===== src/rtl/dlfloat_pkg.sv =====
// Shared dlfloat16 constants, sequencer state encoding and the packed operand pair.
package dlfloat_pkg;

  localparam int unsigned DLF_W    = 16;
  localparam logic [15:0] DLF_NAN  = 16'hFFFF;
  localparam logic [15:0] DLF_ZERO = 16'h0000;
  localparam int unsigned DLF_BIAS = 31;

  typedef enum logic [1:0] {
    IDLE  = 2'd0,
    RUN   = 2'd1,
    DRAIN = 2'd2,
    DONE  = 2'd3
  } seq_state_e;

  typedef struct packed {
    logic [DLF_W-1:0] a;
    logic [DLF_W-1:0] b;
  } dlf_pair_t;

endpackage


===== src/rtl/dlfloat_operand_sequencer_if.sv =====
// Operand input stream and MAC issue stream of the dlfloat operand sequencer.
interface dlfloat_operand_sequencer_if
  import dlfloat_pkg::*;
();

  logic [DLF_W-1:0] data_in;
  logic             in_valid;
  logic             in_ready;
  logic [DLF_W-1:0] a_out;
  logic [DLF_W-1:0] b_out;
  logic             op_valid;
  logic             op_ready;
  logic             acc_clear;
  logic             last;

  // Upstream word source plus MAC consumer.
  modport master (
    output data_in, in_valid, op_ready,
    input  in_ready, a_out, b_out, op_valid, acc_clear, last
  );

  // The sequencer itself.
  modport slave (
    input  data_in, in_valid, op_ready,
    output in_ready, a_out, b_out, op_valid, acc_clear, last
  );

endinterface


===== src/rtl/dlfloat_pair_fifo.sv =====
// Operand-pair FIFO with wrap-bit pointers; exposes post-update flags and head so the
// owner can register its outputs without an extra cycle of latency.
module dlfloat_pair_fifo
  import dlfloat_pkg::*;
#(
  parameter int unsigned DEPTH = 4
) (
  input  logic      clk,
  input  logic      rst_n,
  input  logic      push_i,
  input  logic      pop_i,
  input  dlf_pair_t wdata_i,
  output logic      full_nxt_o,
  output logic      empty_nxt_o,
  output dlf_pair_t head_nxt_o
);

  localparam int unsigned AW = $clog2(DEPTH);

  dlf_pair_t     mem_q [DEPTH];
  logic [AW:0]   wr_ptr_q, wr_ptr_d;
  logic [AW:0]   rd_ptr_q, rd_ptr_d;

  always_comb begin
    wr_ptr_d    = wr_ptr_q + (AW+1)'(push_i);
    rd_ptr_d    = rd_ptr_q + (AW+1)'(pop_i);
    empty_nxt_o = (wr_ptr_d == rd_ptr_d);
    full_nxt_o  = (wr_ptr_d[AW] != rd_ptr_d[AW]) && (wr_ptr_d[AW-1:0] == rd_ptr_d[AW-1:0]);
    // The word being written this cycle becomes the head when it lands on the next read slot.
    if (push_i && (wr_ptr_q[AW-1:0] == rd_ptr_d[AW-1:0])) head_nxt_o = wdata_i;
    else                                                   head_nxt_o = mem_q[rd_ptr_d[AW-1:0]];
  end

  always_ff @(posedge clk or negedge rst_n) begin
    if (!rst_n) begin
      wr_ptr_q <= '0;
      rd_ptr_q <= '0;
    end else begin
      wr_ptr_q <= wr_ptr_d;
      rd_ptr_q <= rd_ptr_d;
    end
  end

  always_ff @(posedge clk) begin
    if (push_i) mem_q[wr_ptr_q[AW-1:0]] <= wdata_i;
  end

endmodule


===== src/rtl/dlfloat_operand_sequencer.sv =====
// Pairs a serial A/B dlfloat16 word stream and issues one pair per cycle to the MAC.
// Optional DLF_SPECIAL_DETECT_EN adds a sticky nan_seen flag for pushed 16'hFFFF operands.
module dlfloat_operand_sequencer
  import dlfloat_pkg::*;
#(
  parameter int unsigned DEPTH = 4,
  parameter int unsigned LEN_W = 8
) (
  input  logic                 clk,
  input  logic                 rst_n,
  input  logic                 start,
  input  logic [LEN_W-1:0]     cfg_len,
  dlfloat_operand_sequencer_if.slave bus,
  output logic                 busy,
  output logic                 done
`ifdef DLF_SPECIAL_DETECT_EN
  ,output logic                nan_seen
`endif
);

  seq_state_e       state_q, state_d;
  logic [LEN_W-1:0] len_q, len_d, in_cnt_q, in_cnt_d, out_cnt_q, out_cnt_d;
  logic             phase_q, phase_d;
  logic [DLF_W-1:0] a_hold_q, a_hold_d, a_out_q, a_out_d, b_out_q, b_out_d;
  logic             in_ready_q, in_ready_d, op_valid_q, op_valid_d;
  logic             acc_clear_q, acc_clear_d, last_q, last_d;
  logic             busy_q, busy_d, done_q, done_d;

  logic             accept, push, pop;
  logic             full_nxt, empty_nxt;
  dlf_pair_t        wdata, head_nxt;

  assign accept = (state_q == RUN) && bus.in_valid && in_ready_q;
  assign push   = accept && phase_q;
  assign pop    = op_valid_q && bus.op_ready;
  assign wdata  = '{a: a_hold_q, b: bus.data_in};

  dlfloat_pair_fifo #(.DEPTH(DEPTH)) u_fifo (
    .clk        (clk),
    .rst_n      (rst_n),
    .push_i     (push),
    .pop_i      (pop),
    .wdata_i    (wdata),
    .full_nxt_o (full_nxt),
    .empty_nxt_o(empty_nxt),
    .head_nxt_o (head_nxt)
  );

  // Next-state and next-output logic; outputs are derived from next state so they register cleanly.
  always_comb begin
    state_d   = state_q;
    len_d     = len_q;
    in_cnt_d  = in_cnt_q;
    out_cnt_d = out_cnt_q + LEN_W'(pop);
    phase_d   = phase_q;
    a_hold_d  = a_hold_q;

    unique case (state_q)
      IDLE: begin
        if (start) begin
          len_d     = cfg_len;
          in_cnt_d  = '0;
          out_cnt_d = '0;
          phase_d   = 1'b0;
          state_d   = (cfg_len == '0) ? DONE : RUN;
        end
      end
      RUN: begin
        if (accept) begin
          if (!phase_q) begin
            a_hold_d = bus.data_in;
            phase_d  = 1'b1;
          end else begin
            in_cnt_d = in_cnt_q + LEN_W'(1);
            phase_d  = 1'b0;
          end
        end
        if (in_cnt_d == len_q) state_d = DRAIN;
      end
      DRAIN: begin
        if ((out_cnt_d == len_q) && empty_nxt) state_d = DONE;
      end
      DONE:    state_d = IDLE;
      default: state_d = IDLE;
    endcase

    busy_d      = (state_d != IDLE);
    done_d      = (state_q == DONE);
    in_ready_d  = (state_d == RUN) && !full_nxt && (in_cnt_d < len_d);
    op_valid_d  = ((state_d == RUN) || (state_d == DRAIN)) && !empty_nxt;
    a_out_d     = op_valid_d ? head_nxt.a : DLF_ZERO;
    b_out_d     = op_valid_d ? head_nxt.b : DLF_ZERO;
    acc_clear_d = op_valid_d && (out_cnt_d == '0);
    last_d      = op_valid_d && (out_cnt_d == (len_d - LEN_W'(1)));
  end

  always_ff @(posedge clk or negedge rst_n) begin
    if (!rst_n) begin
      state_q     <= IDLE;
      len_q       <= '0;
      in_cnt_q    <= '0;
      out_cnt_q   <= '0;
      phase_q     <= 1'b0;
      a_hold_q    <= DLF_ZERO;
      in_ready_q  <= 1'b0;
      op_valid_q  <= 1'b0;
      a_out_q     <= DLF_ZERO;
      b_out_q     <= DLF_ZERO;
      acc_clear_q <= 1'b0;
      last_q      <= 1'b0;
      busy_q      <= 1'b0;
      done_q      <= 1'b0;
    end else begin
      state_q     <= state_d;
      len_q       <= len_d;
      in_cnt_q    <= in_cnt_d;
      out_cnt_q   <= out_cnt_d;
      phase_q     <= phase_d;
      a_hold_q    <= a_hold_d;
      in_ready_q  <= in_ready_d;
      op_valid_q  <= op_valid_d;
      a_out_q     <= a_out_d;
      b_out_q     <= b_out_d;
      acc_clear_q <= acc_clear_d;
      last_q      <= last_d;
      busy_q      <= busy_d;
      done_q      <= done_d;
    end
  end

  assign bus.in_ready  = in_ready_q;
  assign bus.op_valid  = op_valid_q;
  assign bus.a_out     = a_out_q;
  assign bus.b_out     = b_out_q;
  assign bus.acc_clear = acc_clear_q;
  assign bus.last      = last_q;
  assign busy          = busy_q;
  assign done          = done_q;

`ifdef DLF_SPECIAL_DETECT_EN
  logic nan_q, nan_d;

  // Sticky until the next accepted start; operands themselves pass through untouched.
  always_comb begin
    nan_d = nan_q;
    if ((state_q == IDLE) && start)                                      nan_d = 1'b0;
    else if (push && ((a_hold_q == DLF_NAN) || (bus.data_in == DLF_NAN))) nan_d = 1'b1;
  end

  always_ff @(posedge clk or negedge rst_n) begin
    if (!rst_n) nan_q <= 1'b0;
    else        nan_q <= nan_d;
  end

  assign nan_seen = nan_q;
`endif

endmodule


===== src/flat_wrapper.sv =====
// flat-port wrapper written by rule: the top's interface ports become plain ports
module dlfloat_operand_sequencer_flat import dlfloat_pkg::*;
#(
  parameter int unsigned DEPTH = 4,
  parameter int unsigned LEN_W = 8
)
  (clk, rst_n, start, cfg_len, busy, done, bus_data_in, bus_in_valid, bus_op_ready, bus_in_ready, bus_a_out, bus_b_out, bus_op_valid, bus_acc_clear, bus_last);
  dlfloat_operand_sequencer_if bus_i ();
  input  logic clk;
  input  logic rst_n;
  input  logic start;
  input  logic [LEN_W-1:0] cfg_len;
  output logic busy;
  output logic done;
  input wire logic [$bits(bus_i.data_in)-1:0] bus_data_in;
  input wire logic [$bits(bus_i.in_valid)-1:0] bus_in_valid;
  input wire logic [$bits(bus_i.op_ready)-1:0] bus_op_ready;
  output wire logic [$bits(bus_i.in_ready)-1:0] bus_in_ready;
  output wire logic [$bits(bus_i.a_out)-1:0] bus_a_out;
  output wire logic [$bits(bus_i.b_out)-1:0] bus_b_out;
  output wire logic [$bits(bus_i.op_valid)-1:0] bus_op_valid;
  output wire logic [$bits(bus_i.acc_clear)-1:0] bus_acc_clear;
  output wire logic [$bits(bus_i.last)-1:0] bus_last;
  assign bus_i.data_in = bus_data_in;
  assign bus_i.in_valid = bus_in_valid;
  assign bus_i.op_ready = bus_op_ready;
  assign bus_in_ready = bus_i.in_ready;
  assign bus_a_out = bus_i.a_out;
  assign bus_b_out = bus_i.b_out;
  assign bus_op_valid = bus_i.op_valid;
  assign bus_acc_clear = bus_i.acc_clear;
  assign bus_last = bus_i.last;
  dlfloat_operand_sequencer #(.DEPTH(DEPTH), .LEN_W(LEN_W)) u_core (.clk(clk), .rst_n(rst_n), .start(start), .cfg_len(cfg_len), .bus(bus_i), .busy(busy), .done(done));
endmodule

===== config.mk =====
export PLATFORM = sky130hd
export DESIGN_NAME = dlfloat_operand_sequencer_flat
export DESIGN_NICKNAME = d
export VERILOG_FILES = /design/src/rtl/dlfloat_pkg.sv /design/src/rtl/dlfloat_operand_sequencer_if.sv /design/src/rtl/dlfloat_pair_fifo.sv /design/src/rtl/dlfloat_operand_sequencer.sv /design/src/flat_wrapper.sv
export SDC_FILE = /design/constraint.sdc
export NUM_CORES = 1
export LEC_CHECK = 0
export BUFFER_PORTS_ARGS = -buffer_cell sky130_fd_sc_hd__buf_2
export CAP_MARGIN = 0
export CORE_AREA = 5 5 175 127
export DETAILED_ROUTE_END_ITERATION = 8
export DIE_AREA = 0 0 180 132
export PLACE_DENSITY = 0.64
export SLEW_MARGIN = 30
export SYNTH_ARGS = -nofsm -noshare
export SYNTH_HDL_FRONTEND = slang
export SYNTH_SLANG_ARGS = --single-unit

===== constraint.sdc =====
create_clock -name clk -period 8.2 [get_ports clk]
set_input_delay 1.23 -clock clk [delete_from_list [all_inputs] [get_ports clk]]
set_output_delay 1.23 -clock clk [all_outputs]
set_load 0.01 [all_outputs]

Word-level counts from Yosys, hierarchy flattened
Memories as Yosys holds them, arrays and structs flattened.
Cells that the tools add are included.

word-level totals
  memories = 1
  bits in writable memories = 128
  bits of input ports = 29
  flip-flop bits (word level) = 87
  output and inout bits = 38
  logic and storage cells = 83

memories
  name                 depth  width  rd ports  clocked after memory_dff  write ports  RTL line                 text
  u_core.u_fifo.mem_q  4      32     1         0                         1            dlfloat_pair_fifo.sv:20  dlf_pair_t mem_q [DEPTH];

operators by class
  add/sub/neg operators = 5
  reduce and logical (&&, ||, !) cells = 22
  bitwise operators = 1
  multiplexer cells = 23
  equal/unequal tests = 14
  $lt $le $gt $ge = 1

operators with widths
  cell                   number
  $mux W8                8
  $mux W16               2
  $mux W32               1
  $eq A8 B8 Y1           3
  $logic_not A8 Y1       2
  $pmux W8 S2            1
  $logic_and A1 B1 Y1    12
  $add A8 B1 Y8          1
  $add A8 B1 Y8 const B  1
  $lt A8 B8 Y1           1
  $mux W2                4
  $pmux W2 S4            1
  $sub A8 B1 Y8 const B  1
  $add A3 B1 Y3          2
  $eq A2 B2 Y1 const B   3
  $reduce_and A3 Y1      2
  $mux W1                5
  $eq A2 B1 Y1 const B   2
  $eq A2 B2 Y1           2
  $reduce_bool A2 Y1     2
  $eq A3 B3 Y1           1
  $logic_not A1 Y1       2
  $logic_not A2 Y1       1
  $ne A2 B1 Y1 const B   1
  other kinds (5)        5

Depth between registers and ports, before layout
Gate-level depths: netlist (run 1).

  depth in word-level cells = 13
  mapped depth = 16
  gate-level depth less buffers = 15

Modules after synthesis
Synthesis (run 1) repeated with hierarchy kept, for this count alone.

unflattened totals
  cell total of the unflattened synthesis = 608
  area total of the unflattened synthesis = 9515.4 um2

by module, submodules not included
  module                     area each (um2)  seq. area each (um2)  instances  cells an instance
  dlfloat_pair_fifo          5475.3           3993.8                1          230
  dlfloat_operand_sequencer  4040.1           2026.9                1          378

Worst setup path before layout (run 1)
OpenSTA, ideal clock, no wires.

  kind = input -> register
  from = in bus_in_valid
  to = reg u_core.last_q, in the netlist u_core.bus.last
  setup time = 0.101 ns
  data arrival time = 4.519 ns
  path buffers = 1
  cell stages on the path = 16
  path slack = 3.580 ns
  cell sequence = nand3_1 -> or2_1 -> buf_2 -> inv_2 -> ha_1 -> ha_1 -> xnor2_1 -> nand2_1 -> or4_1 -> or4_1 -> o211a_1 -> ha_1 -> o21ai_1 -> nor3_1 -> nand4_1 -> nor4_1

on the way
  longest elaborated chain between the ends = 12

ends and longest elaborated chain
  element                                              RTL line                          text
  start: declaration                                   flat_wrapper.sv:16                input wire logic [$bits(bus_i.in_valid)-1:0] bus_in_valid;
  $logic_and A1 B1 Y1 * (2 in a row)                   dlfloat_operand_sequencer.sv:33   assign accept = (state_q == RUN) && bus.in_valid && in_ready_q;
  $logic_and A1 B1 Y1 *                                dlfloat_operand_sequencer.sv:34   assign push = accept && phase_q;
  $add A3 B1 Y3 *                                      dlfloat_pair_fifo.sv:25           wr_ptr_d = wr_ptr_q + (AW+1)'(push_i);
  via u_core.u_fifo.wr_ptr_d[1]                        dlfloat_pair_fifo.sv:21           logic [AW:0] wr_ptr_q, wr_ptr_d;
  $eq A3 B3 Y1 *                                       dlfloat_pair_fifo.sv:27           empty_nxt_o = (wr_ptr_d == rd_ptr_d);
  $logic_and A1 B1 Y1                                  dlfloat_operand_sequencer.sv:81   if ((out_cnt_d == len_q) && empty_nxt) state_d = DONE;
  $mux W2                                              dlfloat_operand_sequencer.sv:81
  $pmux W2 S4                                          dlfloat_operand_sequencer.sv:58   unique case (state_q)
  $eq A2 B1 Y1 / $eq A2 B2 Y1 (equally long branches)  dlfloat_operand_sequencer.sv:90   op_valid_d = ((state_d == RUN) || (state_d == DRAIN)) && !empty_nxt;
  $logic_or A1 B1 Y1                                   dlfloat_operand_sequencer.sv:90
  $logic_and A1 B1 Y1 *                                dlfloat_operand_sequencer.sv:90
  $logic_and A1 B1 Y1 *                                dlfloat_operand_sequencer.sv:94   last_d = op_valid_d && (out_cnt_d == (len_d - LEN_W'(1)));
  via u_core.last_d                                    dlfloat_operand_sequencer.sv:26   logic acc_clear_q, acc_clear_d, last_q, last_d;
  end signal: assignment                               dlfloat_operand_sequencer.sv:125  last_q <= last_d;
  end: declaration                                     dlfloat_operand_sequencer.sv:26

Mark *: on every way through the listed nets, which the timed path passes. The rest lies on a longest branch. The select of a mux whose other input is x is not followed.
A chain may end at the register's enable or synchronous reset.

Worst setup path in the final report (run 1)
  from = in bus_in_valid
  to = reg u_core.b_out_q[9], in the netlist u_core.bus.b_out[9]

on the way
  longest elaborated chain between the ends = 12

ends and longest elaborated chain
  element                                              RTL line                          text
  $logic_and A1 B1 Y1 * (2 in a row)                   dlfloat_operand_sequencer.sv:33
  $logic_and A1 B1 Y1 *                                dlfloat_operand_sequencer.sv:34
  $add A3 B1 Y3 *                                      dlfloat_pair_fifo.sv:25
  via u_core.u_fifo.wr_ptr_d[1]                        dlfloat_pair_fifo.sv:21
  $eq A3 B3 Y1 *                                       dlfloat_pair_fifo.sv:27
  $logic_and A1 B1 Y1                                  dlfloat_operand_sequencer.sv:81
  $mux W2                                              dlfloat_operand_sequencer.sv:81
  $pmux W2 S4                                          dlfloat_operand_sequencer.sv:58
  $eq A2 B1 Y1 / $eq A2 B2 Y1 (equally long branches)  dlfloat_operand_sequencer.sv:90
  $logic_or A1 B1 Y1                                   dlfloat_operand_sequencer.sv:90
  $logic_and A1 B1 Y1 *                                dlfloat_operand_sequencer.sv:90
  $mux W16 *                                           dlfloat_operand_sequencer.sv:92   b_out_d = op_valid_d ? head_nxt.b : DLF_ZERO;
  via u_core.b_out_d[9]                                dlfloat_operand_sequencer.sv:24   logic [DLF_W-1:0] a_hold_q, a_hold_d, a_out_q, a_out_d, b_out_q, b_out_d;
  end signal: assignment                               dlfloat_operand_sequencer.sv:123  b_out_q <= b_out_d;
  end: declaration                                     dlfloat_operand_sequencer.sv:24

Marks and branches as above.

==> results of run 1 <==
-- report_power, final --
group / leakage [nW] / internal, mW / total (mW) / switching [mW]
sequential: 2.22 / 1.50 / 1.71 / 0.212
clock: 0.359 / 0.594 / 0.994 / 0.400
combinational: 1.47 / 0.752 / 1.75 / 0.994
-- metal layers --
layer	GRT usage	vias up	part of all wire
li1	-	2463	-
met1	0.2639	2747	0.48
met2	0.2546	142	0.45
met3	0.03144	30	0.044
met4	0.03596	2	0.019
met5	0	-	0.00065
-- cells by family (layout without fill, tap and decap cells) --
| group | Yosys count | after routing |
|---|---|---|
| DFF | 215 | 215 |
| and+or+nand+nor | 173 | 173 |
| AOI/OAI and AO/OA | 78 | 78 |
| muxes | 59 | 59 |
| xor gates and xnor gates | 45 | 45 |
| buffers and inverters | 41 | 129 |
| adders and majority gates | 18 | 18 |
-- sequential cells by signal (all words and copies together), names as in the netlist, 2 cells and up --
register,cells
u_core.state_q,2
u_core.u_fifo.mem_q,128
u_core.in_cnt_q,8
u_core.u_fifo.rd_ptr_q,3
u_core.u_fifo.wr_ptr_q,3
u_core.out_cnt_q,8
u_core.a_hold_q,16
u_core.bus.b_out,16
u_core.len_q,8
u_core.bus.a_out,16
-- worst max-delay path, cell delays in order --
cell     delay, ps
buf_2          100
nand3_1        150
or2_1          370
inv_2          140
ha_1           200
ha_1           290
xnor2_1        210
nand2_1        110
or4_1          510
or4_1          520
o211a_1        160
ha_1           310
o21ai_2         80
buf_4          450
a21oi_1        100
-- final timing paths --
check / end / slack, ps / depth (start not counted)
setup / recovery: u_core.bus.b_out[9] / 3580 / 15
hold / removal: u_core.u_fifo.wr_ptr_q[2] / 480 / 1
setup reg to reg: u_core.bus.b_out[9] / 3800 / 14
hold reg to reg: u_core.u_fifo.wr_ptr_q[2] / 480 / 1
max in group asynchronous: u_core.in_cnt_q[3] / 6340 / 2
min in group asynchronous: u_core.len_q[4] / 710 / 1
-- metrics by stage --
stage | instances | area [sq um]
floorplan | 629 | 9163
global placement | 953 | 9831
detailed placement | 953 | 9831
CTS | 993 | 10560
global route | 993 | 10560
finish | 993 | 10560
-- layout make-up --
class / count / area [sq um]
inverter: 13 / 48.80
timing repair buffer: 76 / 407.9
multi-input combinational: 373 / 3008
tap: 276 / 345.3
clock buffer: 28 / 614.3
sequential: 215 / 6021
clock inverter: 12 / 117.6
fill: 1636 / 9752
-- Yosys cell counts (5+ instances only) --
| cell type | instances |
|---|---|
| xnor2_1 | 26 |
| a31oi_1 | 5 |
| o211ai_1 | 5 |
| dfrtp_1 | 87 |
| mux2i_1 | 10 |
| ha_1 | 18 |
| a21oi_1 | 39 |
| nor2b_1 | 5 |
| edfxtp_1 | 128 |
| and2_1 | 6 |
| mux2_1 | 10 |
| nor2_1 | 25 |
| nor4_1 | 5 |
| o21ai_0 | 13 |
| inv_1 | 11 |
| nor3b_1 | 5 |
| xor2_1 | 16 |
| buf_2 | 8 |
| mux2_2 | 6 |
| clkbuf_1 | 15 |
| nand2_1 | 81 |
| mux4_2 | 32 |
| nor3_1 | 14 |
| buf_1 | 5 |
| nand3_1 | 10 |
==> reports/summary.txt, run 1 <==
Synth Area in Compound Gates -> 0.04957
Max Buffers Root-to-Sink -> 3
DR vias -> 5,384
Initial antenna violation count -> 1
Routed len/inst -> 20.09 um
Starting density of the core -> 0.4510
Detailed Place HPWL -> 12,220 um
Critical Path AT -> 4960 ps
Gr usage total -> 0.1705
XOR/XNOR Fraction of Synth Area -> 0.04779
Hold path start -> u_core.u_fifo.wr_ptr_q[2]
Commonest non-fill, non-tap cells in the layout -> edfxtp_1 (128), dfrtp_1 (87), nand2_1 (81)
Asr flop ratio synth -> 0.4047
Final Hold Viols -> 0
Syn. warnings -> 0
Clock root buffer -> clkbuf_16
Vias in the first global route -> 5,623
Startpoint Class -> input pin
Leading cell type in the layout, fill and taps excluded -> edfxtp_1
Avg Cell Area, Syn -> 14.57 sq um
Final setup viols -> 0
IO Port Bufs -> 66
Total die area -> 23,760 sq um
H-tree lvl count -> 1
CTS buffer count -> 22
Core Util, Final -> 0.5200
CORE AREA -> 20,310 sq um
Synth area leaders -> edfxtp_1 (42%), dfrtp_1 (24%), mux4_2 (7.9%)
CTS tree -> built
Nets -> 748
Mux share of post-synthesis cell area -> 0.1117
Worst slack, placed -> 3090 ps
Row count -> 44
First-pass GRT wire length -> 32,560 um
Flops & latches, synth -> 215
Power Total -> 4.453 mW
Power per Cell Area -> 421.5 nW/um^2
Hold crit path type -> reg -> reg
Die width -> 180 um
Clock slew seen by the registers of the worst setup and hold paths -> 60 ps
Post-synthesis adder-cell area fraction -> 0.02458
Synthesized netlist cell count -> 629
Pin count of the biggest net entering global routing -> 55
Yosys top cell area share -> 0.4195
Max Clock Freq -> 216.7 MHz
RSZ-0062 raised after global routing -> no
Worst setup margin -> 3584 ps
Worst Tran Pin Value -> 826.3 ps
Post-synthesis cell area -> 9163 sq um
Syn nets -> 676
Clk Latency, worst-skew pair -> 500 ps
Grt ovf -> 0
FF-to-FF Start -> u_core.state_q[1]
Tmin final -> 4616 ps
Post-CTS sizing -> 0
Area Growth Syn to Fin -> 15.28%
Antenna Violating Nets Remaining -> 0
Initial DRC Count -> 472
Postcts setup bufs -> 0
# DRC -> 0
Commonest register cell after synthesis -> edfxtp_1
IO Pins -> 67
DIE HEIGHT -> 132 um
Slew HR -> 0.4485
Vias per inst -> 5.422
P_leak -> 4.044 nW
CP startpoint -> bus_in_valid
WP data required -> 8550 ps
Worst ir drop on vdd -> 0.0002447 V
Post-route setup TNS -> 0 ps
Status -> finished clean
CP Class -> in -> reg
Simple-gate area share of the yosys netlist -> 0.09136
Library cells used by synthesis -> 51
Biggest area consumer among synthesized cells -> edfxtp_1
CP Capture Type -> flip-flop
Post-Route WL -> 19,950 um
Hold-fix buffers at CTS -> 0
Final hold slack -> 475.8 ps
ANT cells -> 0
Sequential area share after synthesis -> 0.6571
Final Max Tran Viols -> 0
Largest family of logic cells by synthesized area -> multiplexers
Clock skew -> 13.76 ps
Post-synth EDFFs -> 128
Tcrit/Tclk final -> 0.5629
Gpl congestion -> 0.8956
CP max FO -> 34
Layout cell share with drive strength beyond 1 -> 0.2329
1st-pass router iterations -> 5
Max cap viols -> 0
Clock Sinks -> 215
No activity file was read; power rests on OpenSTA's default activity.
==> run 2: changes to the inputs <==
--- a/config.mk
+++ b/config.mk
@@ -10,7 +10,7 @@
 export CORE_AREA = 5 5 175 127
 export DETAILED_ROUTE_END_ITERATION = 8
 export DIE_AREA = 0 0 180 132
-export PLACE_DENSITY = 0.64
+export PLACE_DENSITY = 0.66
 export SLEW_MARGIN = 30
 export SYNTH_ARGS = -nofsm -noshare
 export SYNTH_HDL_FRONTEND = slang
==> constraint.sdc (replaced) <==
create_clock -name clk -period 4.2 [get_ports clk]
set_input_delay 0.63 -clock clk [delete_from_list [all_inputs] [get_ports clk]]
set_output_delay 0.63 -clock clk [all_outputs]
set_load 0.01 [all_outputs]
==> reports/summary.txt, run 2 (synthesis gave the netlist of run 1 again) <==
IO Port Bufs -> 66
RSZ-0062 raised after global routing -> no
Reg2reg path depth -> 14
Vias per inst -> 5.373
Worst Tran Pin Value -> 712.9 ps
Critical Path AT -> 4320 ps
Row count -> 44
1st-pass router iterations -> 4
FF-to-FF Start -> u_core.state_q[1]
Power per Cell Area -> 820.2 nW/um^2
Total die area -> 23,760 sq um
Critical-path cell list -> nand2b_2, or2_1, inv_2, ha_1, ha_1, xnor2_2, nand2_1, or4_1, or4_1, o211a_1, ha_1, o21ai_4, buf_4, a21oi_1
Grt ovf -> 0
Starting density of the core -> 0.4510
# DRC -> 0
Leading cell type in the layout, fill and taps excluded -> edfxtp_1
Hold crit path type -> in -> async
Tmin final -> 3971 ps
Max Clock Freq -> 251.8 MHz
CORE AREA -> 20,310 sq um
Tcrit/Tclk final -> 0.9455
CP Capture Type -> flip-flop
Cells after DPL -> 963
DR vias -> 5,389
Slew HR -> 0.5247
Clk Latency, worst-skew pair -> 500 ps
Largest register FFs -> 128
Pin count of the biggest net entering global routing -> 67
Initial DRC Count -> 359
Antenna Violating Nets Remaining -> 0
WP data required -> 4550 ps
CTS buffer count -> 22
Clock slew seen by the registers of the worst setup and hold paths -> 60 ps
Startpoint Class -> flip-flop
Vias in the first global route -> 5,667
Nets -> 758
Worst ir drop on vdd -> 0.0004786 V
CP Class -> reg -> reg
CTS tree -> built
Gpl congestion -> 0.8805
P_leak -> 4.084 nW
Die width -> 180 um
Routed len/inst -> 20.03 um
Status -> finished clean
ANT cells -> 0
R2r setup slk -> 230 ps
Initial antenna violation count -> 0
Max Buffers Root-to-Sink -> 3
Detailed Place HPWL -> 12,170 um
Clock root buffer -> clkbuf_16
Layout cell share with drive strength beyond 1 -> 0.2421
Area Growth Syn to Fin -> 15.88%
Final Hold Viols -> 0
Max cap viols -> 0
Final Max Tran Viols -> 0
Post-Route WL -> 20,090 um
Gr usage total -> 0.1691
Final setup viols -> 0
DIE HEIGHT -> 132 um
Most frequent CP cell -> ha_1
Clock skew -> 8.292 ps
First-pass GRT wire length -> 32,250 um
IO Pins -> 67
Post-route setup TNS -> 0 ps
Clock Sinks -> 215
H-tree lvl count -> 1
Core Util, Final -> 0.5227
Power Total -> 8.708 mW
Commonest non-fill, non-tap cells in the layout -> edfxtp_1 (128), dfrtp_1 (87), nand2_1 (81)
Slowest-stage cell, CP -> or4_1
Cell Count, Final, Fillers Out -> 1,003
Critical Path Max Stage Delay -> 540 ps
CP max FO -> 34
RR Endpoint -> u_core.bus.b_out[3]
-- run 2: cell type report --
cell class / instances / area (sq um)
clock buffers: 29 / 628.1
clock inverters: 11 / 66.31
fillers: 1707 / 9697
inverters: 13 / 48.80
multi-input cells: 373 / 3022
flip-flops and latches: 215 / 6021
well taps: 276 / 345.3
repair buffers: 86 / 486.7
-- run 2: what timing repair did --
item,4_1_cts,5_1_grt
gates resized for setup,0,1
buffers inserted,0,0
hold buffers,0,0
setup endpoints to repair,0,1
-- run 2: how the worst max path moves through the flow --
stage,start,cells past startpoint,end
finish,u_core.state_q[1],14,u_core.bus.b_out[3]
global route,u_core.state_q[1],15,u_core.bus.last
detailed placement,bus_in_valid,15,u_core.bus.b_out[12]
CTS,u_core.state_q[1],14,u_core.bus.b_out[12]
floorplan,bus_in_valid,16,u_core.bus.last
global placement,bus_in_valid,15,u_core.bus.acc_clear
-- run 2: through the flow --
stage	hold WS, ps	setup WS [ps]	cell area [sq um]
after global routing	194.5	14.76	10620
after detailed placement	460.5	29.29	9912
after global placement	463.4	152.1	9912
after CTS	302.0	184.6	10610
after floorplan	334.4	179.6	9163
final	151.2	229.0	10620
-- run 2: critical path: cells and delay by family (launching register included) --
family,cells,cell delay (ps)
AO/OA/AOI/OAI,3,330
adder cells (fa/ha/maj),3,730
AND/OR/NAND/NOR,5,1690
buffers and inverters,2,500
flip-flops,1,370
XOR/XNOR,1,180
-- run 2: power breakdown --
group | leakage (nW) | internal, mW | total, mW | switching (mW)
clock network | 0.343 | 1.06 | 1.86 | 0.801
registers | 2.22 | 2.93 | 3.37 | 0.436
logic | 1.52 | 1.55 | 3.48 | 1.93
-- run 2: per-layer routing --
metal,vias up,part of all wire,GRT usage
li1,2484,-,-
met1,2746,0.48,0.2533
met2,134,0.46,0.2651
met3,25,0.050,0.02868
met4,0,0.015,0.03257
met5,-,0,0
